**src/rtl/quad_spi_seq_arb.sv**
```systemverilog
// Round-robin sequencer that walks each granted flash transaction through CMD/ADDR/DUMMY/DATA.
// Optional build macro QSPI_SEQ_QUAD_ADDR_EN drives XIP ADDR and DUMMY phases on four lanes.
module quad_spi_seq_arb #(
   parameter int CS_IDLE_MIN = 2,
   parameter int DUMMY_W     = 4,
   parameter int LEN_W       = 6
) (
   input  logic               pclk,
   input  logic               rst,
   input  logic               xip_req,
   input  logic [23:0]        xip_addr,
   input  logic [LEN_W-1:0]   xip_len,
   input  logic [7:0]         xip_opcode,
   input  logic [DUMMY_W-1:0] xip_dummy,
   output logic               xip_gnt,
   output logic               xip_done,
   input  logic               apb_req,
   input  logic [7:0]         apb_cmd,
   input  logic [23:0]        apb_addr,
   input  logic               apb_addr_en,
   input  logic [DUMMY_W-1:0] apb_dummy,
   input  logic [LEN_W-1:0]   apb_len,
   input  logic               apb_rd,
   output logic               apb_gnt,
   output logic               apb_done,
   output logic               sh_valid,
   input  logic               sh_ready,
   input  logic               sh_done,
   output logic [1:0]         sh_phase,
   output logic [7:0]         sh_cnt,
   output logic               sh_quad,
   output logic               sh_rx,
   output logic [23:0]        sh_addr,
   output logic [7:0]         sh_cmd,
   output logic               cs_n,
   output logic               busy,
   output logic               owner
);

   typedef enum logic [1:0] {S_IDLE, S_ISSUE, S_WAIT, S_GAP} state_t;
   typedef enum logic [1:0] {PH_CMD, PH_ADDR, PH_DUMMY, PH_DATA} phase_t;

   localparam int GAP_W = (CS_IDLE_MIN < 2) ? 1 : $clog2(CS_IDLE_MIN + 1);
`ifdef QSPI_SEQ_QUAD_ADDR_EN
   localparam logic QUAD_AD = 1'b1;
`else
   localparam logic QUAD_AD = 1'b0;
`endif

   state_t             state_q, state_d;
   phase_t             phase_q, phase_d, nxt_ph;
   logic [GAP_W-1:0]   gap_q, gap_d;
   logic               last_q, last_d;     // 1 = APB was granted last
   logic               owner_q, owner_d;
   logic [7:0]         cmd_q, cmd_d;
   logic [23:0]        addr_q, addr_d;
   logic               addr_en_q, addr_en_d;
   logic [DUMMY_W-1:0] dummy_q, dummy_d;
   logic [LEN_W-1:0]   len_q, len_d;
   logic               rd_q, rd_d;
   logic [7:0]         cnt_q, cnt_d;
   logic               quad_q, quad_d, rx_q, rx_d;
   logic               xgnt_q, xgnt_d, agnt_q, agnt_d;
   logic               xdone_q, xdone_d, adone_q, adone_d;
   logic               pick_x, pick_a, start, has_more;

   assign pick_x = xip_req & (~apb_req | last_q);
   assign pick_a = apb_req & (~xip_req | ~last_q);

   // Next phase after the current one, skipping disabled or zero-length phases.
   always_comb begin
      // NOTE: every combinational output gets a default first so no latch is inferred.
      has_more = 1'b1;
      nxt_ph   = PH_DATA;
      if (phase_q == PH_CMD && (!owner_q || addr_en_q))
         nxt_ph = PH_ADDR;
      else if ((phase_q == PH_CMD || phase_q == PH_ADDR) && dummy_q != '0)
         nxt_ph = PH_DUMMY;
      else if (phase_q != PH_DATA && len_q != '0)
         nxt_ph = PH_DATA;
      else
         has_more = 1'b0;
   end

   always_comb begin
      state_d   = state_q;
      phase_d   = phase_q;
      gap_d     = gap_q;
      last_d    = last_q;
      owner_d   = owner_q;
      cmd_d     = cmd_q;
      addr_d    = addr_q;
      addr_en_d = addr_en_q;
      dummy_d   = dummy_q;
      len_d     = len_q;
      rd_d      = rd_q;
      cnt_d     = cnt_q;
      quad_d    = quad_q;
      rx_d      = rx_q;
      xgnt_d    = 1'b0;
      agnt_d    = 1'b0;
      xdone_d   = 1'b0;
      adone_d   = 1'b0;
      start     = 1'b0;

      case (state_q)
         S_IDLE:  start = pick_x | pick_a;
         S_ISSUE: if (sh_ready) state_d = S_WAIT;
         S_WAIT: begin
            if (sh_done) begin
               if (has_more) begin
                  state_d = S_ISSUE;
                  phase_d = nxt_ph;
                  rx_d    = 1'b0;
                  case (nxt_ph)
                     PH_ADDR:  begin cnt_d = 8'd24;         quad_d = ~owner_q & QUAD_AD; end
                     PH_DUMMY: begin cnt_d = 8'(dummy_q);   quad_d = ~owner_q & QUAD_AD; end
                     PH_DATA:  begin cnt_d = 8'(len_q);     quad_d = ~owner_q; rx_d = rd_q; end
                     default:  begin cnt_d = 8'd8;          quad_d = 1'b0; end
                  endcase
               end else begin
                  state_d = S_GAP;
                  gap_d   = GAP_W'(CS_IDLE_MIN);
                  xdone_d = ~owner_q;
                  adone_d = owner_q;
               end
            end
         end
         S_GAP: begin
            // Arbitrate in the final deselect cycle so back-to-back gaps are exact.
            if (gap_q == GAP_W'(1)) begin
               start = pick_x | pick_a;
               if (!(pick_x | pick_a)) state_d = S_IDLE;
            end else begin
               gap_d = gap_q - GAP_W'(1);
            end
         end
         default: state_d = S_IDLE;
      endcase

      if (start) begin
         state_d = S_ISSUE;
         owner_d = pick_a;
         last_d  = pick_a;
         xgnt_d  = pick_x;
         agnt_d  = pick_a;
         phase_d = PH_CMD;
         cnt_d   = 8'd8;
         quad_d  = 1'b0;
         rx_d    = 1'b0;
         if (pick_a) begin
            cmd_d = apb_cmd;    addr_d = apb_addr; addr_en_d = apb_addr_en;
            dummy_d = apb_dummy; len_d = apb_len;  rd_d = apb_rd;
         end else begin
            cmd_d = xip_opcode;  addr_d = xip_addr; addr_en_d = 1'b1;
            dummy_d = xip_dummy; len_d = xip_len;   rd_d = 1'b1;
         end
      end
   end

   always_ff @(posedge pclk or posedge rst) begin
      if (rst) begin
         state_q   <= S_IDLE;
         phase_q   <= PH_CMD;
         gap_q     <= '0;
         last_q    <= 1'b1;
         owner_q   <= 1'b0;
         cmd_q     <= '0;
         addr_q    <= '0;
         addr_en_q <= 1'b0;
         dummy_q   <= '0;
         len_q     <= '0;
         rd_q      <= 1'b0;
         cnt_q     <= '0;
         quad_q    <= 1'b0;
         rx_q      <= 1'b0;
         xgnt_q    <= 1'b0;
         agnt_q    <= 1'b0;
         xdone_q   <= 1'b0;
         adone_q   <= 1'b0;
      end else begin
         // NOTE: state registers use non-blocking assignments so all flops update together.
         state_q   <= state_d;
         phase_q   <= phase_d;
         gap_q     <= gap_d;
         last_q    <= last_d;
         owner_q   <= owner_d;
         cmd_q     <= cmd_d;
         addr_q    <= addr_d;
         addr_en_q <= addr_en_d;
         dummy_q   <= dummy_d;
         len_q     <= len_d;
         rd_q      <= rd_d;
         cnt_q     <= cnt_d;
         quad_q    <= quad_d;
         rx_q      <= rx_d;
         xgnt_q    <= xgnt_d;
         agnt_q    <= agnt_d;
         xdone_q   <= xdone_d;
         adone_q   <= adone_d;
      end
   end

   assign busy     = (state_q == S_ISSUE) || (state_q == S_WAIT);
   assign cs_n     = ~busy;
   assign sh_valid = (state_q == S_ISSUE);
   assign sh_phase = phase_q;
   assign sh_cnt   = cnt_q;
   assign sh_quad  = quad_q;
   assign sh_rx    = rx_q;
   assign sh_addr  = addr_q;
   assign sh_cmd   = cmd_q;
   assign owner    = owner_q;
   assign xip_gnt  = xgnt_q;
   assign apb_gnt  = agnt_q;
   assign xip_done = xdone_q;
   assign apb_done = adone_q;

endmodule

```
**config.mk**
```make
export PLATFORM = sky130hd
export DESIGN_NAME = quad_spi_seq_arb
export DESIGN_NICKNAME = d
export VERILOG_FILES = /design/src/rtl/quad_spi_seq_arb.sv
export SDC_FILE = /design/constraint.sdc
export NUM_CORES = 1
export LEC_CHECK = 0
export CAP_MARGIN = 10
export CORE_ASPECT_RATIO = 0.6
export CORE_MARGIN = 3
export CORE_UTILIZATION = 38
export DETAILED_ROUTE_END_ITERATION = 6
export PLACE_DENSITY = 0.77
export SETUP_SLACK_MARGIN = 0.02
export SKIP_CTS_REPAIR_TIMING = 1
export SLEW_MARGIN = 10
export SYNTH_ARGS = -nofsm -noshare
export SYNTH_HDL_FRONTEND = slang
export SYNTH_SLANG_ARGS = --single-unit
```
**constraint.sdc**
```tcl
create_clock -name pclk -period 2.2 [get_ports pclk]
set_input_delay 0.55 -clock pclk [delete_from_list [all_inputs] [get_ports pclk]]
set_output_delay 0.55 -clock pclk [all_outputs]
set_load 0.01 [all_outputs]
```
Word-level counts from Yosys, hierarchy flattened
Index checks and enable logic that the tools add are counted.

word-level totals
  word-level logic and storage cells = 115
  register bits after elaboration = 66
  output and inout port bits = 52
  input port bits = 92

cells by class
  bitwise logic cells = 10
  reduce and logical (&&, ||, !) cells = 19
  eq/ne operators = 16
  multiplexer cells = 51
  add/sub/neg operators = 1

operators with widths
  kind                                                              count
  8-bit 2-to-1 mux                                                  5
  2-bit 2-to-1 mux                                                  14
  1-bit 2-to-1 mux                                                  25
  24-bit 2-to-1 mux                                                 1
  6-bit case mux with 3 select lines                                1
  3-bit != test (second input constant)                             3
  2-bit by 1-bit == test with 1-bit output (second input constant)  4
  2-bit == test (second input constant)                             4
  2-bit != test (second input constant)                             4
  2-bit nonzero test                                                4
  4-bit nonzero test                                                2
  6-bit 2-to-1 mux                                                  1
  2-bit case mux with 3 select lines                                1
  6-bit nonzero test                                                1
  1-bit inverter                                                    5
  5-bit AND reduction                                               1
  2-bit logical NOT                                                 2
  4-bit 2-to-1 mux                                                  1
  2-bit case mux with 2 select lines                                1
  4-bit AND reduction                                               1
  1-bit logical AND                                                 3
  1-bit logical OR                                                  3
  3-bit by 1-bit != test with 1-bit output (second input constant)  1
  1-bit bitwise OR                                                  3
  other kinds (5)                                                   6

Longest topological paths before layout
Gate-level depths: netlist of run 1.

  word-level depth = 11
  mapped depth = 8
  mapped depth without buffers = 6

Least setup slack after synthesis of run 1
Ideal clock, no wire load.

  kind = register -> register
  start point = register state_q[1]
  end point = register cnt_q[0], in the netlist sh_cnt[0]
  required time = 2075 ps
  period minus slack after synthesis = 2071 ps
  arrival = 1946 ps
  setup time = 125 ps
  path slack = 129 ps
  cell stages (with the launch flop) = 8
  buffers on the path = 1
  cells stage by stage = dfrtp_1 -> inv_1 -> ha_1 -> o21ba_2 -> and2_1 -> buf_4 -> nor4_4 -> mux2_2

between the ends
  word-level cells in the longest chain between the ends = 4
  elaborated cells between the ends (all ways) = 9
  those cells by class = eq/ne: 2; mux: 2; reduce/logical: 5

RTL lines
  what                                                RTL line  RTL
  from (decl)                                         50        state_t state_q, state_d;
  from (signal assigned)                              183       state_q <= state_d;
  2-bit == test or 2-bit logical NOT (tied branches)  106       case (state_q)
  1-bit case mux with 2 select lines                  106
  2-bit nonzero test (no line)                        n/a
  3-bit AND reduction (no line)                       n/a
  to (signal assigned)                                194       cnt_q <= cnt_d;
  to (decl)                                           61        logic [7:0] cnt_q, cnt_d;

Several ways; a longest one is shown, not always the timed one.
A chain may end at the register's enable or synchronous reset.

Final worst setup path of run 1
  start point = register len_q[3]
  end point = register cnt_q[3], in the netlist sh_cnt[3]

between the ends
  word-level cells in the longest chain between the ends = 7
  elaborated cells between the ends (all ways) = 12
  those cells by class = mux: 8; reduce/logical: 4

RTL lines
  what                           RTL line  RTL
  from (decl)                    59        logic [LEN_W-1:0] len_q, len_d;
  from (signal assigned)         192       len_q <= len_d;
  6-bit nonzero test             79        else if (phase_q != PH_DATA && len_q != '0)
  1-bit logical AND              79
  1-bit 2-to-1 mux               79
  1-bit 2-to-1 mux               77        else if ((phase_q == PH_CMD || phase_q == PH_ADDR) && dummy_q != '0)
  1-bit 2-to-1 mux               75        if (phase_q == PH_CMD && (!owner_q || addr_en_q))
  2-bit nonzero test (no line)   n/a
  3-bit AND reduction (no line)  n/a

Several ways; a longest one is shown, not always the timed one. The select of a mux whose other input is x is not followed.

==> impl_metrics.toml, run 1 <==
[clock_network]
clk_root_buffer_cell = "clkbuf_16"
cts_tree = "done"
cts_buffers = 9
cts_buffer_depth = 2
clkTransAtPathRegs_ps = 50
numClockSinks = 64
htree_levels = 3
insertion_delay_ps = 320

[detailed_routing]
ant_nets = 0
drcViolationCount = 0
wirelength_um = 9390
routedWlPerCell_um = 15.1
drt_iter0_drc = 289
viasPerCell = 5.14
num_vias = 3194
drtPass1Iterations = 4

[synth]
async_reset_ff_share_pct = 100
ys_ff_latch = 64
synth-main-ff-cell = "dfrtp_1"
ys_types = 41
synth_edf_count = 0
yosys_warnings = 0
synth_cells = 356
synthesis.area_sq_um = 3140
synth_area_per_cell_sq_um = 8.83
ys_seq_area_share_pct = 51.0

[placement]
dp_cells = 602
port_buffers = 141
gp_congestion = 0.826
dp_hpwl_um = 6940

[critical_path]
cpPeakStageDelay_ps = 570
worst_setup_path_end_kind = "register"
cp_slowest_cell = "or4_4"
cpLargestDelayFamily = "simple AND/OR/NAND/NOR gates"
path_buf_inv = 1
r2r_slack_ps = -4
critPathMaxFanout = 4
path_class = "reg -> reg"
cp.arrival_ps = 2410
r2r-start = "len_q[3]$_DFFE_PP0N_"
cp.required_ps = 2410
crit_chain = "or4_4 > o311a_4 > nor4_4 > buf_4 > mux2_2"
critPathLaunch = "len_q[3]$_DFFE_PP0N_"
critPathLaunchType = "register"

[sta]
maxSlewViolCount = 0
fin_setup_tns_ps = -6.52
timing.fmax_ghz = 0.454
hold_viol = 0
setup_ws_ps = -4.20
holdWs_ps = 468
worst_pin_slew_ps = 611
clock-skew-final_ps = 5.72
grt_setup_unrepaired = "yes"
relSlewSlack_pct = 59.0
period_minus_slack_ps = 2200
min_period_over_period_pct = 100
setup_viol = 2

[die]
core-area_sq_um = 7950
die_w_um = 123
dieArea_sq_um = 9430
fp.dieH_um = 76.4
rows = 25
ioPinCount = 144
start_util_pct = 39.6

[finish]
area_growth_pct = 64.2
fin_util_pct = 64.9
nNetsFinal = 606
final_cell_count_no_fill = 621
drive_above_1_share_pct = 9.75
diodes = 0
fillers = 688

[grt]
met1_usage_pct = 26.1
grt_pass1_vias = 3223
grt_pass1_wl_um = 15600
antenna_found_initial = 0
grt_usage_pct = 20.8
grt-busiest-layer = "met2"
grt_max_degree = 89
use_met3_pct = 9.05
overflow = 0
met2_usage_pct = 32.6

[run_status]
violations = "negative setup slack"
outcome = "finished with violations"

[power]
power.leakage_nw = 2.26
ir_drop_uv = 557
totalPowerFinal_mw = 7.11
p_per_area_nw_per_um2 = 1380

[job]
cap_viol_max_count = 0

[worst_hold_path]
hp-class = "in -> async"
==> worst paths after layout <==
path,endpoint,depth (start not counted)
setup reg to reg,sh_cnt[3]$_DFFE_PP0P_,5
hold reg to reg,addr_en_q$_DFFE_PP0N_,2
max in group asynchronous,sh_cmd[3]$_DFFE_PP0N_,3
min in group pclk,addr_en_q$_DFFE_PP0N_,2
hold / removal,sh_addr[7]$_DFFE_PP0N_,2
setup / recovery,sh_cnt[3]$_DFFE_PP0P_,5
==> layer usage <==
layer | part of all wire (%) | vias up
met5 | 0 | -
met3 | 9.6 | 13
met1 | 42 | 1526
met4 | 1.1 | 0
met2 | 47 | 110
li1 | - | 1545
==> cells in the mapped netlist, drive strengths merged (2+ instances only) <==
master	count	share of area [%]
clkbuf	20	2.4
mux2	4	1.4
o211ai	2	0.48
nand2	95	11
a21o	3	0.72
dfrtp	63	50
a21oi	5	0.80
a211o	2	0.56
nor4	6	1.7
and2	4	0.80
a31oi	43	8.6
nor3	3	0.48
or4	3	0.84
buf	3	0.72
nor4b	2	0.56
inv	10	1.2
a32o	6	1.9
nor2b	3	0.60
ha	5	2.0
nor2	48	5.7
nand3	3	0.48
a211oi	3	0.72
o21ai	4	0.64
==> registers in the layout (all words and copies together) (netlist names) <==
register	count
sh_addr	24
sh_cmd	8
len_q	6
sh_cnt	6
dummy_q	4
gap_q	2
sh_phase	2
state_q	2
addr_en_q	1
apb_done	1
apb_gnt	1
last_q	1
owner	1
rd_q	1
sh_quad	1
sh_rx	1
xip_done	1
xip_gnt	1
==> placed cells by master, fill, tap and decap left out, types with 3 or more instances in the layout <==
cell type,n
and2_1,3
nor4_1,5
a211oi_1,3
a21oi_1,5
nor2_1,48
o21ai_0,4
dfrtp_1,63
nand3_1,3
a21o_1,3
inv_1,9
buf_4,17
nor3_1,3
nor2b_1,3
clkdlybuf4s50_1,139
ha_1,5
clkbuf_16,9
buf_12,5
clkinv_2,3
a31oi_1,43
nand2_1,95
a32o_1,6
==> stage by stage <==
step | cell area (sq um) | setup WS (ps)
floorplan | 3150 | 53.6
global placement | 4810 | -107
detailed placement | 4810 | -152
CTS | 5100 | -49.7
global route | 5160 | -57.7
finish | 5160 | -4.20
==> power by group <==
part | internal (mW) | leakage, nW | switching, mW
logic | 1.90 | 1.37 | 1.68
clock network | 0.893 | 0.145 | 0.467
registers | 1.76 | 0.742 | 0.409
==> cell families after synthesis <==
family | count (synthesis) | share of synthesized area (%)
AOI/OAI and AO/OA | 79 | 18.0
adders and majority gates | 5 | 1.99
buffers and inverters | 33 | 4.30
DFF | 64 | 51.0
muxes | 5 | 1.75
other | 1 | 0.119
and+or+nand+nor | 169 | 22.9
==> layout make-up <==
| cell class | count | area (sq um) | area share (%) |
|---|---|---|---|
| Timing Repair Buffer | 164 | 1670 | 32.4 |
| Sequential cell | 64 | 1600 | 31.1 |
| Multi-Input combinational cell | 260 | 1430 | 27.6 |
| Clock buffer | 11 | 243 | 4.70 |
| Tap cell | 108 | 135 | 2.62 |
| Clock inverter | 4 | 45.0 | 0.873 |
| Inverter | 10 | 37.5 | 0.727 |
Note: power is estimated with default switching activity, not from simulation.
==> run 2, diff against run 1 <==
==> constraint.sdc (replaced) <==
create_clock -name pclk -period 2 [get_ports pclk]
set_input_delay 0.5 -clock pclk [delete_from_list [all_inputs] [get_ports pclk]]
set_output_delay 0.5 -clock pclk [all_outputs]
set_load 0.01 [all_outputs]
==> impl_metrics.toml, run 2 (synthesis results as in run 1) <==
[run_status]
outcome = "finished with violations"
violations = "negative setup slack"

[finish]
drive_above_1_share_pct = 14.5
fin_util_pct = 67.8
area_growth_pct = 71.3
final_common_cell = "clkdlybuf4s50_1"
fillers = 616
largest_reg_flops = 24
final_cell_count_no_fill = 639
diodes = 0
nNetsFinal = 623
final_cell_mix = "clkdlybuf4s50_1, nand2_1, dfrtp_1"

[clock_network]
insertion_delay_ps = 330
htree_levels = 3
clkTransAtPathRegs_ps = 50
clk_root_buffer_cell = "clkbuf_16"
cts_buffers = 9
cts_tree = "done"
numClockSinks = 64
cts_buffer_depth = 2

[power]
pwr-share-seq_pct = 28.6
comb_power_share_pct = 52.6
p_sw_share_pct = 35.5
internal-power_mw = 5.38
totalPowerFinal_mw = 8.34
ir_drop_uv = 618
power.leakage_nw = 2.37
p_switching_mw = 2.96
p_per_area_nw_per_um2 = 1550
power_frac_clock_pct = 18.8

[critical_path]
r2r-end = "sh_cnt[1]$_DFFE_PP0P_"
cp.required_ps = 2200
cp_slowest_cell = "or4_4"
r2r_slack_ps = -20
critPathMaxFanout = 4
cpPeakStageDelay_ps = 560
path_buf_inv = 1
crit_chain = "or4_4 > o311a_4 > nor4_4 > buf_4 > mux2_4"
r2r_cells = 5
r2r-start = "len_q[0]$_DFFE_PP0N_"
path_class = "reg -> reg"
worst_setup_path_end_kind = "register"
critPathLaunchType = "register"
cp.arrival_ps = 2230
cpLargestDelayFamily = "simple AND/OR/NAND/NOR gates"

[die]
start_util_pct = 39.6
rows = 25
dieArea_sq_um = 9430
fp.dieH_um = 76.4
ioPinCount = 144
die_w_um = 123
core-area_sq_um = 7950

[detailed_routing]
routedWlPerCell_um = 15.1
ant_nets = 0
wirelength_um = 9630
drtPass1Iterations = 4
num_vias = 3229
viasPerCell = 5.05
drt_iter0_drc = 206
drcViolationCount = 0

[sta]
timing.fmax_ghz = 0.494
min_period_over_period_pct = 101
holdWs_ps = 471
grt_setup_unrepaired = "yes"
maxSlewViolCount = 0
clock-skew-final_ps = 8.85
setup_viol = 4
period_minus_slack_ps = 2020
hold_viol = 0
setup_ws_ps = -24.1
relSlewSlack_pct = 56.2
worst_pin_slew_ps = 652

[grt]
overflow = 0
grt_usage_pct = 20.5
grt_max_degree = 65
grt_pass1_wl_um = 15500
grt_pass1_vias = 3227
antenna_found_initial = 0

[job]
cap_viol_max_count = 0

[placement]
gp_congestion = 0.860
dp_cells = 622
dp_hpwl_um = 7330
port_buffers = 141

[worst_hold_path]
whs_path_depth = 2
hp-class = "reg -> reg"
worstHoldStart = "rd_q$_DFFE_PP0N_"
holdPathEnd = "rd_q$_DFFE_PP0N_"
run 2: cell types whose count changed in the layout (fill, tap and decap cells not counted), moves of 2 or more:
cell	change
mux2_4	+2
buf_4	+13
ha_1	-2
buf_6	+3
mux2_2	-2
inv_1	-2
run 2: per-layer routing:
metal | GRT usage [%] | share of wire [%]
met1 | 26.7 | 44
met2 | 32.2 | 46
met3 | 8.23 | 8.8
met4 | 4.75 | 0.57
met5 | 0 | 0
run 2: worst reg2reg max path, delay by kind of cell, from the launching register on:
kind | cells | cell delay [ps]
and+or+nand+nor | 2 | 680
muxes | 1 | 300
DFF | 1 | 380
AOI/OAI and AO/OA | 1 | 340
buffers and inverters | 1 | 190
run 2: area by class of cell:
| class | count | area, sq um | share of cell area [%] |
|---|---|---|---|
| well taps | 108 | 135 | 2.51 |
| repair buffers | 181 | 1820 | 33.8 |
| multi-input cells | 260 | 1490 | 27.6 |
| clock buffers | 13 | 260 | 4.83 |
| inverters | 10 | 41.3 | 0.767 |
| clock inverters | 3 | 40.0 | 0.743 |
| flip-flops and latches | 64 | 1600 | 29.8 |
run 2: worst max path at each step:
stage | startpoint | end | cells after the start
after floorplan | len_q[0]$_DFFE_PP0N_ | sh_cnt[0]$_DFFE_PP0P_ | 4
after global placement | xip_req | sh_cnt[1]$_DFFE_PP0P_ | 5
after detailed placement | xip_req | sh_cnt[1]$_DFFE_PP0P_ | 5
after CTS | len_q[0]$_DFFE_PP0N_ | sh_cnt[1]$_DFFE_PP0P_ | 4
after global routing | len_q[0]$_DFFE_PP0N_ | sh_cnt[3]$_DFFE_PP0P_ | 5
final | len_q[0]$_DFFE_PP0N_ | sh_cnt[1]$_DFFE_PP0P_ | 5
run 2: power groups by stage:
| stage | Clock (mW) | Combinational, mW | Sequential, mW |
|---|---|---|---|
| global route | 1.65 | 4.80 | 2.46 |
| floorplan | 0 | 1.93 | 2.50 |
| global placement | 0 | 4.08 | 2.34 |
| detailed placement | 0 | 4.19 | 2.37 |
| finish | 1.57 | 4.38 | 2.39 |
| CTS | 1.59 | 4.21 | 2.36 |
run 2: through the flow:
stage	setup TNS (ps)	instance area [sq um]	setup WS [ps]
final	-86.3	5390	-24.1
after global routing	-217	5390	-53.7
after CTS	-1250	5280	-173
after detailed placement	-7830	4980	-294
after global placement	-6730	4980	-257
after floorplan	-250	3160	-62.5
==> edit, RTL diff (settings of run 2) <==
The 4 states of `state_t` get a one-hot encoding in 4 bits.
--- a/src/rtl/quad_spi_seq_arb.sv
+++ b/src/rtl/quad_spi_seq_arb.sv
@@ -37,7 +37,7 @@
    output logic               owner
 );
 
-   typedef enum logic [1:0] {S_IDLE, S_ISSUE, S_WAIT, S_GAP} state_t;
+   typedef enum logic [3:0] {S_IDLE = 4'b0001, S_ISSUE = 4'b0010, S_WAIT = 4'b0100, S_GAP = 4'b1000} state_t;
    typedef enum logic [1:0] {PH_CMD, PH_ADDR, PH_DUMMY, PH_DATA} phase_t;
 
    localparam int GAP_W = (CS_IDLE_MIN < 2) ? 1 : $clog2(CS_IDLE_MIN + 1);
Check against the original RTL: no difference found for any inputs over 10 cycles, from zero or initial values and one cycle with rst high; not proved beyond that.
==> edit against run 2 <==
- the flow still finishes with violations (setup timing)
- cell area shrank 1.8%
- area after synthesis rose by 3.4%
- via count rose by 0.77%
- power is 12% lower
- setup slack got worse by 190 ps
- wire length rose by 1.5%
- sequential share of layout area rose by 1.6 points
- sequential cell count is 2 higher
- critical path type is now register to output port
==> edit: results (changes against run 2) <==
The fraction of met3 tracks used by global routing is 7.57% (was 8.23%). Violated checks: setup timing (unchanged). Synth top cells by count: nand2_1 (91), dfrtp_1 (64), nor2_1 (49) (was nand2_1 (95), dfrtp_1 (63), nor2_1 (48)). The headroom to the max-slew limit came out at 57.1% (was 56.2%). The final-layout non-clock buffer area share is 31.8% (was 33.8%). The instance count after placement with tap cells included came out at 609 (was 622). The share of post-route cells with drive strength above 1 came out at 11.2% (was 14.5%). The slack of the critical path came out at -211 ps (was -24.1 ps).

The count of inverters not on the clock network in the layout came out at 13 (was 10). The via-per-instance ratio came out at 5.18 (was 5.05). The kind of cell with the highest combined delay on the critical path is buffers and inverters (was simple AND/OR/NAND/NOR gates). The final count of negative-setup-slack endpoints is 4 (unchanged). The number of fill cells in the layout is 653 (was 616). The placer congestion estimate came out at 0.829 (was 0.860).

The peak supply drop came out at 0.000587 V (was 0.000618 V). The smallest hold slack came to 473 ps (was 471 ps). The count of sequential standard cells is 66 (was 64). The post-synthesis sequential area ratio came to 50.9% (was 51.0%). The pin count of the biggest net entering global routing is 67 (was 65).

The sink of the worst hold path was rd_q (unchanged). The master of the slowest instance on the critical path was clkdlybuf4s50_1 (was or4_4). The clock network contribution to total cell area is 5.77% (was 5.58%). Status: finished with violations (unchanged).

The end-of-flow core utilization came out at 65.3% (was 67.8%). The gate count after technology mapping came to 363 (was 356).
-- edit: cell types whose count changed after synthesis, moves of 3 or more --
cell	change
nand2_1	-4
a211oi_1	+4
a21oi_1	-5
ha_1	-4
a31oi_1	+3
a32o_1	-6
a2111oi_0	+4
nand2b_1	+3
nor4_1	-5
mux2_2	-4
inv_1	+3
-- edit: power groups by stage --
| stage | Clock, mW | Combinational, mW | Sequential [mW] |
|---|---|---|---|
| 3_5_place_dp | 0 | 3.30 | 2.39 |
| 6_report | 1.60 | 3.37 | 2.37 |
| 3_3_place_gp | 0 | 3.23 | 2.37 |
| 4_1_cts | 1.64 | 3.32 | 2.38 |
| 2_1_floorplan | 0 | 1.52 | 2.50 |
| 5_1_grt | 1.70 | 3.66 | 2.45 |
-- edit: worst min-delay path: stages (launching register included) --
cell,delay (ps)
dfrtp_1,340
nand2_1,50
nand2_1,50
-- edit: cells by family (layout without fill, tap and decap cells) --
logic type	count (synthesis)	in the layout	share of synthesized area, %
AOI/OAI and AO/OA	88	88	19.8
muxes	3	3	1.23
other	1	2	0.115
DFF	66	66	50.9
and+or+nand+nor	165	165	22.2
xor gates and xnor gates	1	1	0.269
buffers and inverters	38	194	5.08
adders and majority gates	1	1	0.385
-- edit: how the worst max path moves through the flow --
stage / depth (start not counted) / from / slack, ps / end
detailed placement: 5 / xip_req / -130 / sh_cnt[1]
global placement: 4 / xip_req / -30 / sh_cnt[5]
finish: 4 / state_q[2] / -210 / cs_n
floorplan: 6 / state_q[0] / -50 / sh_cnt[5]
global route: 4 / state_q[2] / -280 / cs_n
CTS: 3 / state_q[1] / -330 / busy
-- edit: layer usage --
metal  vias up  wire (um)
met5         -          0
met1      1531       4570
met2       139       4140
met4         0        174
li1       1570          -
met3        14        891
